===== config.mk =====
export PLATFORM = sky130hd
export DESIGN_NAME = ram_bist_ctrl
export DESIGN_NICKNAME = d
export VERILOG_FILES = /design/src/rtl/ram_bist_ctrl.sv
export SDC_FILE = /design/constraint.sdc
export NUM_CORES = 1
export LEC_CHECK = 0
export BUFFER_PORTS_ARGS = -buffer_cell sky130_fd_sc_hd__buf_2
export CORE_MARGIN = 5
export CORE_UTILIZATION = 30
export CTS_CLUSTER_DIAMETER = 100
export DETAILED_ROUTE_END_ITERATION = 10
export MAX_ROUTING_LAYER = met4
export PLACE_DENSITY = 0.57
export SYNTH_ARGS = -nofsm -noshare
export SYNTH_HDL_FRONTEND = slang
export SYNTH_SLANG_ARGS = --single-unit

===== constraint.sdc =====
create_clock -name clk -period 1.81 [get_ports clk]
set_input_delay 0.0905 -clock clk [delete_from_list [all_inputs] [get_ports clk]]
set_output_delay 0.0905 -clock clk [all_outputs]
set_load 0.01 [all_outputs]

===== src/rtl/ram_bist_ctrl.sv =====
// March BIST initiator for the dual-port RAM: w0(up) r0w1(up) r1w0(down) r0(up); 7*DEPTH busy cycles, then a one-cycle done.
// No backpressure: the RAM accepts one access per cycle, and start is ignored while a run is in flight.
module ram_bist_ctrl #(
  parameter int ADDR_W = 4,
  parameter int DATA_W = 8,
  parameter int DEPTH  = 16,
  parameter logic [DATA_W-1:0] PAT = 8'h00
) (
  input  logic              clk,
  input  logic              rst,
  input  logic              start,
  output logic              ram_wr_en,
  output logic [ADDR_W-1:0] ram_w_addr,
  output logic [DATA_W-1:0] ram_w_data,
  output logic              ram_rd_en,
  output logic [ADDR_W-1:0] ram_rd_addr,
  input  logic [DATA_W-1:0] ram_rd_data,
  output logic              busy,
  output logic              done,
  output logic              pass,
  output logic [ADDR_W-1:0] fail_addr,
  output logic [DATA_W-1:0] fail_exp,
  output logic [DATA_W-1:0] fail_got
);

  localparam logic [DATA_W-1:0] PATB = ~PAT;
  localparam logic [ADDR_W-1:0] LAST = ADDR_W'(DEPTH - 1);

  typedef enum logic [3:0] {
    IDLE,
    M0_W,
    M1_RD,
    M1_CHK,
    M2_RD,
    M2_CHK,
    M3_RD,
    M3_CHK,
    FIN
  } state_t;

  state_t            state, state_nxt;
  logic [ADDR_W-1:0] addr, addr_nxt;
  logic              pass_q, pass_nxt;
  logic [ADDR_W-1:0] fail_addr_q, fail_addr_nxt;
  logic [DATA_W-1:0] fail_exp_q, fail_exp_nxt;
  logic [DATA_W-1:0] fail_got_q, fail_got_nxt;

  logic              chk_cycle;
  logic [DATA_W-1:0] exp_dat;
  logic              mismatch;

  always_ff @(posedge clk) begin
    if (rst) begin
      state       <= IDLE;
      addr        <= '0;
      pass_q      <= 1'b0;
      fail_addr_q <= '0;
      fail_exp_q  <= '0;
      fail_got_q  <= '0;
    end else begin
      state       <= state_nxt;
      addr        <= addr_nxt;
      pass_q      <= pass_nxt;
      fail_addr_q <= fail_addr_nxt;
      fail_exp_q  <= fail_exp_nxt;
      fail_got_q  <= fail_got_nxt;
    end
  end

  // Expected read value for the element currently in its check cycle.
  always_comb begin
    chk_cycle = 1'b0;
    exp_dat   = '0;
    case (state)
      M1_CHK: begin
        chk_cycle = 1'b1;
        exp_dat   = PAT;
      end
      M2_CHK: begin
        chk_cycle = 1'b1;
        exp_dat   = PATB;
      end
      M3_CHK: begin
        chk_cycle = 1'b1;
        exp_dat   = PAT;
      end
      default: begin
        chk_cycle = 1'b0;
        exp_dat   = '0;
      end
    endcase
  end

  assign mismatch = chk_cycle && (ram_rd_data != exp_dat);

  always_comb begin
    state_nxt     = state;
    addr_nxt      = addr;
    pass_nxt      = pass_q;
    fail_addr_nxt = fail_addr_q;
    fail_exp_nxt  = fail_exp_q;
    fail_got_nxt  = fail_got_q;
    ram_wr_en     = 1'b0;
    ram_w_addr    = '0;
    ram_w_data    = '0;
    ram_rd_en     = 1'b0;
    ram_rd_addr   = '0;
    busy          = 1'b0;
    done          = 1'b0;

    case (state)
      IDLE: begin
        if (start) begin
          state_nxt     = M0_W;
          addr_nxt      = '0;
          pass_nxt      = 1'b0;
          fail_addr_nxt = '0;
          fail_exp_nxt  = '0;
          fail_got_nxt  = '0;
        end
      end

      M0_W: begin
        busy       = 1'b1;
        ram_wr_en  = 1'b1;
        ram_w_addr = addr;
        ram_w_data = PAT;
        if (addr == LAST) begin
          addr_nxt  = '0;
          state_nxt = M1_RD;
        end else begin
          addr_nxt = addr + 1'b1;
        end
      end

      M1_RD, M2_RD, M3_RD: begin
        busy        = 1'b1;
        ram_rd_en   = 1'b1;
        ram_rd_addr = addr;
        case (state)
          M1_RD:   state_nxt = M1_CHK;
          M2_RD:   state_nxt = M2_CHK;
          default: state_nxt = M3_CHK;
        endcase
      end

      M1_CHK: begin
        busy = 1'b1;
        if (!mismatch) begin
          ram_wr_en  = 1'b1;
          ram_w_addr = addr;
          ram_w_data = PATB;
          if (addr == LAST) begin
            addr_nxt  = LAST;
            state_nxt = M2_RD;
          end else begin
            addr_nxt  = addr + 1'b1;
            state_nxt = M1_RD;
          end
        end
      end

      M2_CHK: begin
        busy = 1'b1;
        if (!mismatch) begin
          ram_wr_en  = 1'b1;
          ram_w_addr = addr;
          ram_w_data = PAT;
          if (addr == '0) begin
            addr_nxt  = '0;
            state_nxt = M3_RD;
          end else begin
            addr_nxt  = addr - 1'b1;
            state_nxt = M2_RD;
          end
        end
      end

      M3_CHK: begin
        busy = 1'b1;
        if (!mismatch) begin
          if (addr == LAST) begin
            addr_nxt  = '0;
            pass_nxt  = 1'b1;
            state_nxt = FIN;
          end else begin
            addr_nxt  = addr + 1'b1;
            state_nxt = M3_RD;
          end
        end
      end

      // Held start chains straight into the next run so back-to-back runs
      // are exactly 7*DEPTH+1 cycles apart.
      FIN: begin
        done     = 1'b1;
        addr_nxt = '0;
        if (start) begin
          state_nxt     = M0_W;
          pass_nxt      = 1'b0;
          fail_addr_nxt = '0;
          fail_exp_nxt  = '0;
          fail_got_nxt  = '0;
        end else begin
          state_nxt = IDLE;
        end
      end

      default: state_nxt = IDLE;
    endcase

    // First mismatch wins: capture it and abandon the run; the write above is
    // already suppressed for this cycle.
    if (mismatch) begin
      fail_addr_nxt = addr;
      fail_exp_nxt  = exp_dat;
      fail_got_nxt  = ram_rd_data;
      pass_nxt      = 1'b0;
      addr_nxt      = '0;
      state_nxt     = FIN;
    end
  end

  assign pass      = pass_q;
  assign fail_addr = fail_addr_q;
  assign fail_exp  = fail_exp_q;
  assign fail_got  = fail_got_q;

endmodule


; ---- Yosys cells after proc, flatten, opt, wreduce, memory -nomap -nowiden
; Cells that the tools add are included.
[classes]
add_sub_neg = 2
n_eq_ne = 16
muxes = 35
n_reduce_logical = 19
[ops]
columns = operator, n
row1 = $mux 8, 7
row2 = $mux 4, 12
row3 = $pmux 4 s7, 1
row4 = $pmux 4 s5, 1
row5 = $eq 4x3->1 const B, 4
row6 = $eq 4x2->1 const B, 2
row7 = $eq 4x4->1 const B, 2
row8 = $logic_not 4->1, 2
row9 = $mux 1, 8
row10 = $ne 8x8->1, 1
row11 = $pmux 4 s2, 1
row12 = $reduce_and 2->1, 4
row13 = $reduce_or 2->1, 4
row14 = $reduce_or 7->1, 1
row15 = $ne 2x2->1 const B, 3
row16 = $ne 3x3->1 const B, 2
row17 = $pmux 3 s2, 1
row18 = $reduce_bool 2->1, 3
row19 = $reduce_or 3->1, 2
row20 = $reduce_bool 5->1, 1
row21 = $add 4x1->4 const B, 1
row22 = $eq 4x1->1 const B, 1
row23 = $pmux 1 s2, 2
row24 = $sub 4x1->4 const B, 1
row25 = other kinds (5), 5
[word_totals]
register_bits = 29
in_bits = 11
out_inout_bits = 41
elab_cells = 79

; ---- Depth between registers and ports, before layout
; Gate-level depths: netlist of the first run.
[logic_depth]
ltp_word = 6
mapped_depth = 6
depth_no_buf = 6

; ---- Worst setup path before layout of the first run
; Ideal clock, no wire load.
[synth_timing]
path_kind = input port to output port
startpoint = input port ram_rd_data[0]
endpoint = output port ram_w_data[1]
t_arrival_ns = 1.699
required_ns = 1.719
setup_slack_ns = 0.021
stages = 5
n_path_buf = 2
cell_sequence = or4_1 > o211ai_1 > buf_2 > and3_1 > buf_4
[synth_between]
elab_chain_len = 4
[synth_lines]
columns = item, line_no
row1 = start: declaration, 17  ; input logic [DATA_W-1:0] ram_rd_data,
row2 = $ne 8x8->1, 94  ; assign mismatch = chk_cycle && (ram_rd_data != exp_dat);
row3 = $logic_and 1x1->1, 94
row4 = $mux 8, 149  ; if (!mismatch) begin
row5 = $mux 8, -
row6 = end: declaration, 14  ; output logic [DATA_W-1:0] ram_w_data,
; Every way passes these cells.

; ---- Worst setup path in the final report of the first run
[layout_timing]
startpoint = register state[3]
endpoint = output port ram_w_addr[2]
[layout_between]
elab_chain_len = 6
word_cells_on_any_way = 12
classes_between = eq/ne: 5 / mux: 4 / reduce/logical: 3
[layout_lines]
columns = item, line_no
row1 = start: declaration, 41  ; state_t state, state_nxt;
row2 = start signal: assignment, 61  ; state <= state_nxt;
row3 = "$eq 4x3->1, or another cell as far along", "74, 111"
row4 = $mux 8 / $reduce_or 3->1 (equally long branches), -
row5 = $ne 8x8->1 / $mux 1 (equally long branches), "94, 74"
row6 = $logic_and 1x1->1, 94
row7 = $mux 4, "149, 165"
row8 = $pmux 4 s2 *, 111  ; case (state)
row9 = end: declaration, 13  ; output logic [ADDR_W-1:0] ram_w_addr,
; Mark *: on every way between the ends. The rest lies on a longest branch, timed or not.

==> results of run 1 <==
==> per-layer routing <==
metal / wire length, microns / vias up / global-route usage / share of wire
met5: 0 / - / - / 0
met4: 61 / 0 / 0.0490 / 0.015
met3: 178 / 7 / 0.0191 / 0.044
met2: 1850 / 37 / 0.208 / 0.46
met1: 1930 / 685 / 0.161 / 0.48
li1: - / 753 / - / -
==> through the flow <==
| step | TNS, ns | power, mW | util |
|---|---|---|---|
| after detailed placement | -0.0894 | 0.635 | 0.376 |
| after floorplan | 0 | 0.579 | - |
| after global placement | -0.000882 | 0.635 | 0.376 |
| after global routing | -0.0246 | 1.03 | 0.392 |
| final | 0 | 0.980 | 0.392 |
| after CTS | 0 | 0.987 | 0.387 |
==> cell type report <==
| type | instances | area, sq um | area share |
|---|---|---|---|
| clock buffer | 4 | 55.1 | 0.0295 |
| inverter | 4 | 15.0 | 0.00805 |
| multi-input combinational | 126 | 853 | 0.457 |
| sequential | 22 | 445 | 0.239 |
| tap | 67 | 83.8 | 0.0449 |
| timing repair buffer | 72 | 413 | 0.221 |
==> power by group through the flow <==
stage	clock, mW	combinational (mW)	sequential, mW
2_1_floorplan	0	0.0736	0.505
3_3_place_gp	0	0.130	0.505
3_5_place_dp	0	0.131	0.504
4_1_cts	0.364	0.131	0.493
5_1_grt	0.386	0.148	0.492
6_report	0.357	0.131	0.492
==> timing repair <==
item                                    in CTS  in global routing
hold buffers                                 0                  0
endpoints found under the hold margin        0                  0
resized for setup                            1                  6
endpoints found under the setup margin       2                 12
==> worst max-delay path, cell delays in order (launching register included) <==
cell,delay (ns)
dfxtp_4,0.38
nand4bb_4,0.18
o21ba_2,0.20
o22a_2,0.27
nor3b_2,0.18
buf_2,0.15
==> registers in the layout (all words and copies together), names as in the netlist <==
name	count
addr	4
fail_addr	4
fail_exp	1
fail_got	8
pass	1
state	4
==> kinds of logic (layout without fill, tap and decap cells) <==
| kind of cell | after synthesis | in the layout | synth area share |
|---|---|---|---|
| and+or+nand+nor | 69 | 69 | 0.303 |
| xor gates and xnor gates | 3 | 3 | 0.0178 |
| adders and majority gates | 3 | 3 | 0.0254 |
| buffers and inverters | 33 | 80 | 0.139 |
| DFF | 22 | 22 | 0.298 |
| AOI/OAI and AO/OA | 51 | 51 | 0.217 |
==> worst paths after layout <==
check,slack [ns],endpoint,startpoint
max,0.1,ram_w_addr[2],state[3]$_SDFFE_PP0P_
min reg2reg,0.47,pass$_SDFFE_PP0P_,pass$_SDFFE_PP0P_
max reg2reg,0.19,addr[1]$_SDFFE_PP0P_,addr[1]$_SDFFE_PP0P_
min,0.04,pass$_SDFFE_PP0P_,start
==> layout by cell type (no fill, tap or decap), types with 6 or more instances in the layout <==
| cell | n |
|---|---|
| a21oi_1 | 16 |
| a31oi_1 | 7 |
| buf_2 | 51 |
| buf_4 | 21 |
| dfxtp_1 | 20 |
| nand2_1 | 7 |
| nand4_1 | 14 |
| nor2_1 | 7 |
| nor3_1 | 6 |
| o21ai_0 | 13 |
==> flow_metrics.tcl, run 1 <==
set metrics [dict create \
    antenna_found_initial 0 \
    grt_pass1_vias 1354 \
    start_util 0.311 \
    synth_top_area_frac 0.298 \
    timing.final.ws_setup_ns 0.0994 \
    cts_buffers 3 \
    ys_ff_latch 22 \
    via_per_inst 5.02 \
    synthArstFlopShare 0 \
    vias 1482 \
    rows 25 \
    clkTransAtPathRegs_ns 0.08 \
    fin_area_sq_um 1870 \
    io_buffers 51 \
    place_congestion 0.766 \
    yosysTopAreaCell "dfxtp_1" \
    dpl_worst_slack_ns -0.0287 \
    power_switching_mw 0.240 \
    yosysWarningCount 0 \
    period_minus_slack_ns 1.71 \
    vdd_drop_max_mv 0.261 \
    relSlewSlack 0.690 \
    worstPathRequired_ns 1.72 \
    worstSetupPathType "flip-flop to output port" \
    synth-edff-count 0 \
    cts_setup_buffers 0 \
    num_antenna_cells 0 \
    placed_cell_area_sq_um 1790 \
    drtIter0Drc 56 \
    yosysMostFrequentCell "dfxtp_1" \
    synth_commonest_cells "22 x dfxtp_1, 16 x a21oi_1, 14 x buf_4, 14 x nand4_1, 13 x o21ai_0" \
    fin_cells 295 \
    finalHoldViolations 0 \
    arrival_ns 1.62 \
    cts_tree "yes" \
    dp.cells 291 \
    post-route-drc-count 0 \
    hold_path_class "input port to flip-flop" \
    maxSlewViolCount 0 \
    grt_max_degree 17 \
    wirelength_mm 4.03 \
    timing.fmax_mhz 585 \
    power.share.combinational 0.134 \
    synthTopCellsByArea "dfxtp_1 30%, buf_4 7.1%, nand4_1 5.9%, a21oi_1 5.4%, o21ai_0 4.4%" \
    ant_nets 0 \
    powerDensity_nw_per_um2 525 \
    htree_levels 1 \
    run_status "complete, no violations" \
    gr-usage-all-layers 0.128 \
    insertion_delay_ns 0.26 \
    synthCells 181 \
    ys_types 46 \
    fin_nets 243 \
    setup_violations 0 \
    clkPwrFrac 0.364 \
    p_int_mw 0.739 \
    netSwitchingFraction 0.245 \
    worstSetupEndpointType "output port" \
    drive_gt1_frac 0.399 \
    critPathLaunchType "flip-flop" \
    dp_hpwl_mm 3.05 \
    synthFlopType "dfxtp_1" \
    cp_max_fo 6 \
    wl_per_cell_microns 13.7 \
    ios 52 \
    reg2reg_depth 6 \
    p_leak_nw 0.813 \
    max_cap_viol_count 0 \
    pwr-share-seq 0.502 \
    syn_area_sq_um 1480 \
    grt_remaining_overflow 0 \
    finalCritPeriodShare 0.945 \
    coreArea_sq_um 4750 \
    fill_cells 510 \
    drt_pre_antenna_iters 4 \
    grt_pass1_wl_mm 6.44 \
    rsz0062_at_grt "yes" \
    timing.hold.ws_ns 0.0352 \
    holdPathStages 2 \
    area_growth_pct 26.0 \
    seq_area_frac_synth 0.298 \
    die_w_microns 80.2 \
    die_h_microns 80.2 \
    avgSynthCellArea_sq_um 8.18 \
    tightest_slew_ns 0.464 \
    skew_ns 0.00182 \
    ctsLongestPathBuffers 2 \
    fp.dieArea_sq_um 6440 \
    synthesis.nets 195 \
    cts.sinks 22 \
    cts.root.buffer_cell "clkbuf_8" \
]
Power figures use the tool's default switching activity.
==> inputs of run 2 (changes only) <==
--- a/config.mk
+++ b/config.mk
@@ -6,6 +6,7 @@
 export NUM_CORES = 1
 export LEC_CHECK = 0
 export BUFFER_PORTS_ARGS = -buffer_cell sky130_fd_sc_hd__buf_2
+export CORE_ASPECT_RATIO = 1.5
 export CORE_MARGIN = 5
 export CORE_UTILIZATION = 30
 export CTS_CLUSTER_DIAMETER = 100
==> run 2 against run 1 <==
- clock skew increased by 0.0044 ns
- via count grew 1.4%
- critical path depth rose by 1
- global-route usage increased by 0.60 points
- critical path type is now input port to output port
- highest routed layer unchanged
==> flow_metrics.tcl, run 2 (synthesis gave the netlist of run 1 again) <==
set metrics [dict create \
    layout_commonest_cell "buf_2" \
    vias 1503 \
    setup.worst_path.end "ram_w_addr[3]" \
    die_w_microns 67.4 \
    worstSetupEndpointType "output port" \
    p_leak_nw 0.796 \
    cts.root.buffer_cell "clkbuf_8" \
    placed_cell_area_sq_um 1750 \
    rsz0062_at_grt "no" \
    r2r-start "addr[0]$_SDFFE_PP0P_" \
    ios 52 \
    drt_pre_antenna_iters 4 \
    skew_ns 0.00622 \
    setup_violations 0 \
    timing.final.ws_setup_ns 0.0875 \
    timing.hold.ws_ns 0.0481 \
    ant_nets 0 \
    dp.cells 286 \
    powerDensity_nw_per_um2 582 \
    crit_cells 6 \
    reg2reg_depth 6 \
    finalCritPeriodShare 0.952 \
    relSlewSlack 0.341 \
    cts_buffers 3 \
    worstPathRequired_ns 1.72 \
    path_common_cell "buf_2" \
    crit_start "ram_rd_data[4]" \
    cts_tree "yes" \
    critPathLaunchType "input port" \
    fp.dieArea_sq_um 6470 \
    hold_path_class "input port to flip-flop" \
    place_congestion 0.858 \
    num_antenna_cells 0 \
    dpl_worst_slack_ns -0.100 \
    max_cap_viol_count 0 \
    fin_nets 239 \
    largest_register_ffs 8 \
    vdd_drop_max_mv 0.404 \
    tightest_slew_ns 0.987 \
    run_status "complete, no violations" \
    holdPathStages 2 \
    arrival_ns 1.63 \
    drive_gt1_frac 0.393 \
    ctsLongestPathBuffers 2 \
    timing.fmax_mhz 581 \
    grt_pass1_vias 1396 \
    crit_family "simple AND/OR/NAND/NOR gates" \
    cts.sinks 22 \
    holdBufCountCts 0 \
    final_cell_mix "51 x buf_2, 17 x dfxtp_1, 17 x buf_4" \
    htree_levels 1 \
    gr-usage-all-layers 0.134 \
    cp_max_fo 5 \
    grt_max_degree 17 \
    antenna_found_initial 0 \
    period_minus_slack_ns 1.72 \
    fin_cells 290 \
    critPathSlowestCell "or4_4" \
    die_h_microns 96.0 \
    via_per_inst 5.18 \
    area_growth_pct 24.4 \
    critical_path_buf_inv_count 2 \
    rows 31 \
    io_buffers 51 \
    insertion_delay_ns 0.26 \
    wl_per_cell_microns 14.1 \
    clkTransAtPathRegs_ns 0.07 \
    fin_util 0.383 \
    worstPathCellList "buf_2 -> or4_4 -> o211a_1 -> o22a_2 -> nor3b_1 -> buf_2" \
    coreArea_sq_um 4810 \
    worstSetupPathType "input port to output port" \
    drtIter0Drc 130 \
    start_util 0.308 \
    dp_hpwl_mm 3.14 \
    slowest_delay_ns 0.54 \
    post-route-drc-count 0 \
    r2r_end "addr[1]$_SDFFE_PP0P_" \
    wirelength_mm 4.09 \
    grt_remaining_overflow 0 \
    maxSlewViolCount 0 \
    finalHoldViolations 0 \
    fin_area_sq_um 1840 \
    grt_pass1_wl_mm 6.53 \
    rrSetupSlack_ns 0.14 \
]
## run 2: report_power, final
group | leakage [nW] | switching (mW) | internal [mW]
logic | 0.581 | 0.0704 | 0.0540
clock network | 0.0357 | 0.155 | 0.295
registers | 0.180 | 0.00800 | 0.489
total | 0.796 | 0.234 | 0.838
## run 2: cell type report
cell class	instances	area, sq um
inverters	4	15.0
well taps	66	82.6
fillers	533	2970
clock buffers	3	41.3
clock inverters	1	30.0
multi-input cells	126	843
repair buffers	68	383
flip-flops and latches	22	447
## run 2: repair_timing
item	4_1_cts	5_1_grt
gates cloned	0	0
hold endpoints to repair	0	0
setup endpoints to repair	5	10
gates resized for setup	1	6
setup buffers	0	0
## run 2: worst register-to-register path, cell delays in order (launching register included)
cell	delay, ns
dfxtp_2	0.40
inv_1	0.07
ha_1	0.21
nor3b_2	0.18
or3_1	0.36
a31o_2	0.21
a21oi_1	0.15
## run 2: worst min-delay path by stage
stage	start	endpoint	slack [ns]
finish	start	pass$_SDFFE_PP0P_	0.05
global route	start	pass$_SDFFE_PP0P_	0.04
CTS	start	pass$_SDFFE_PP0P_	0.04
detailed placement	start	pass$_SDFFE_PP0P_	0.32
global placement	start	pass$_SDFFE_PP0P_	0.31
floorplan	rst	fail_got[0]$_SDFFE_PP0P_	0.16
## run 2: per-stage QoR
step	power [mW]	setup TNS, ns
CTS	1.09	0
detailed placement	0.631	-0.138
floorplan	0.579	0
global placement	0.630	-0.0404
global route	1.12	0
finish	1.07	0
## run 2: per-layer routing
| layer | vias to the layer above | GRT usage | share of wire |
|---|---|---|---|
| met5 | - | - | 0 |
| met4 | 0 | 0.0643 | 0.021 |
| li1 | 743 | - | - |
| met1 | 709 | 0.143 | 0.39 |
| met3 | 6 | 0.0175 | 0.046 |
| met2 | 45 | 0.240 | 0.54 |
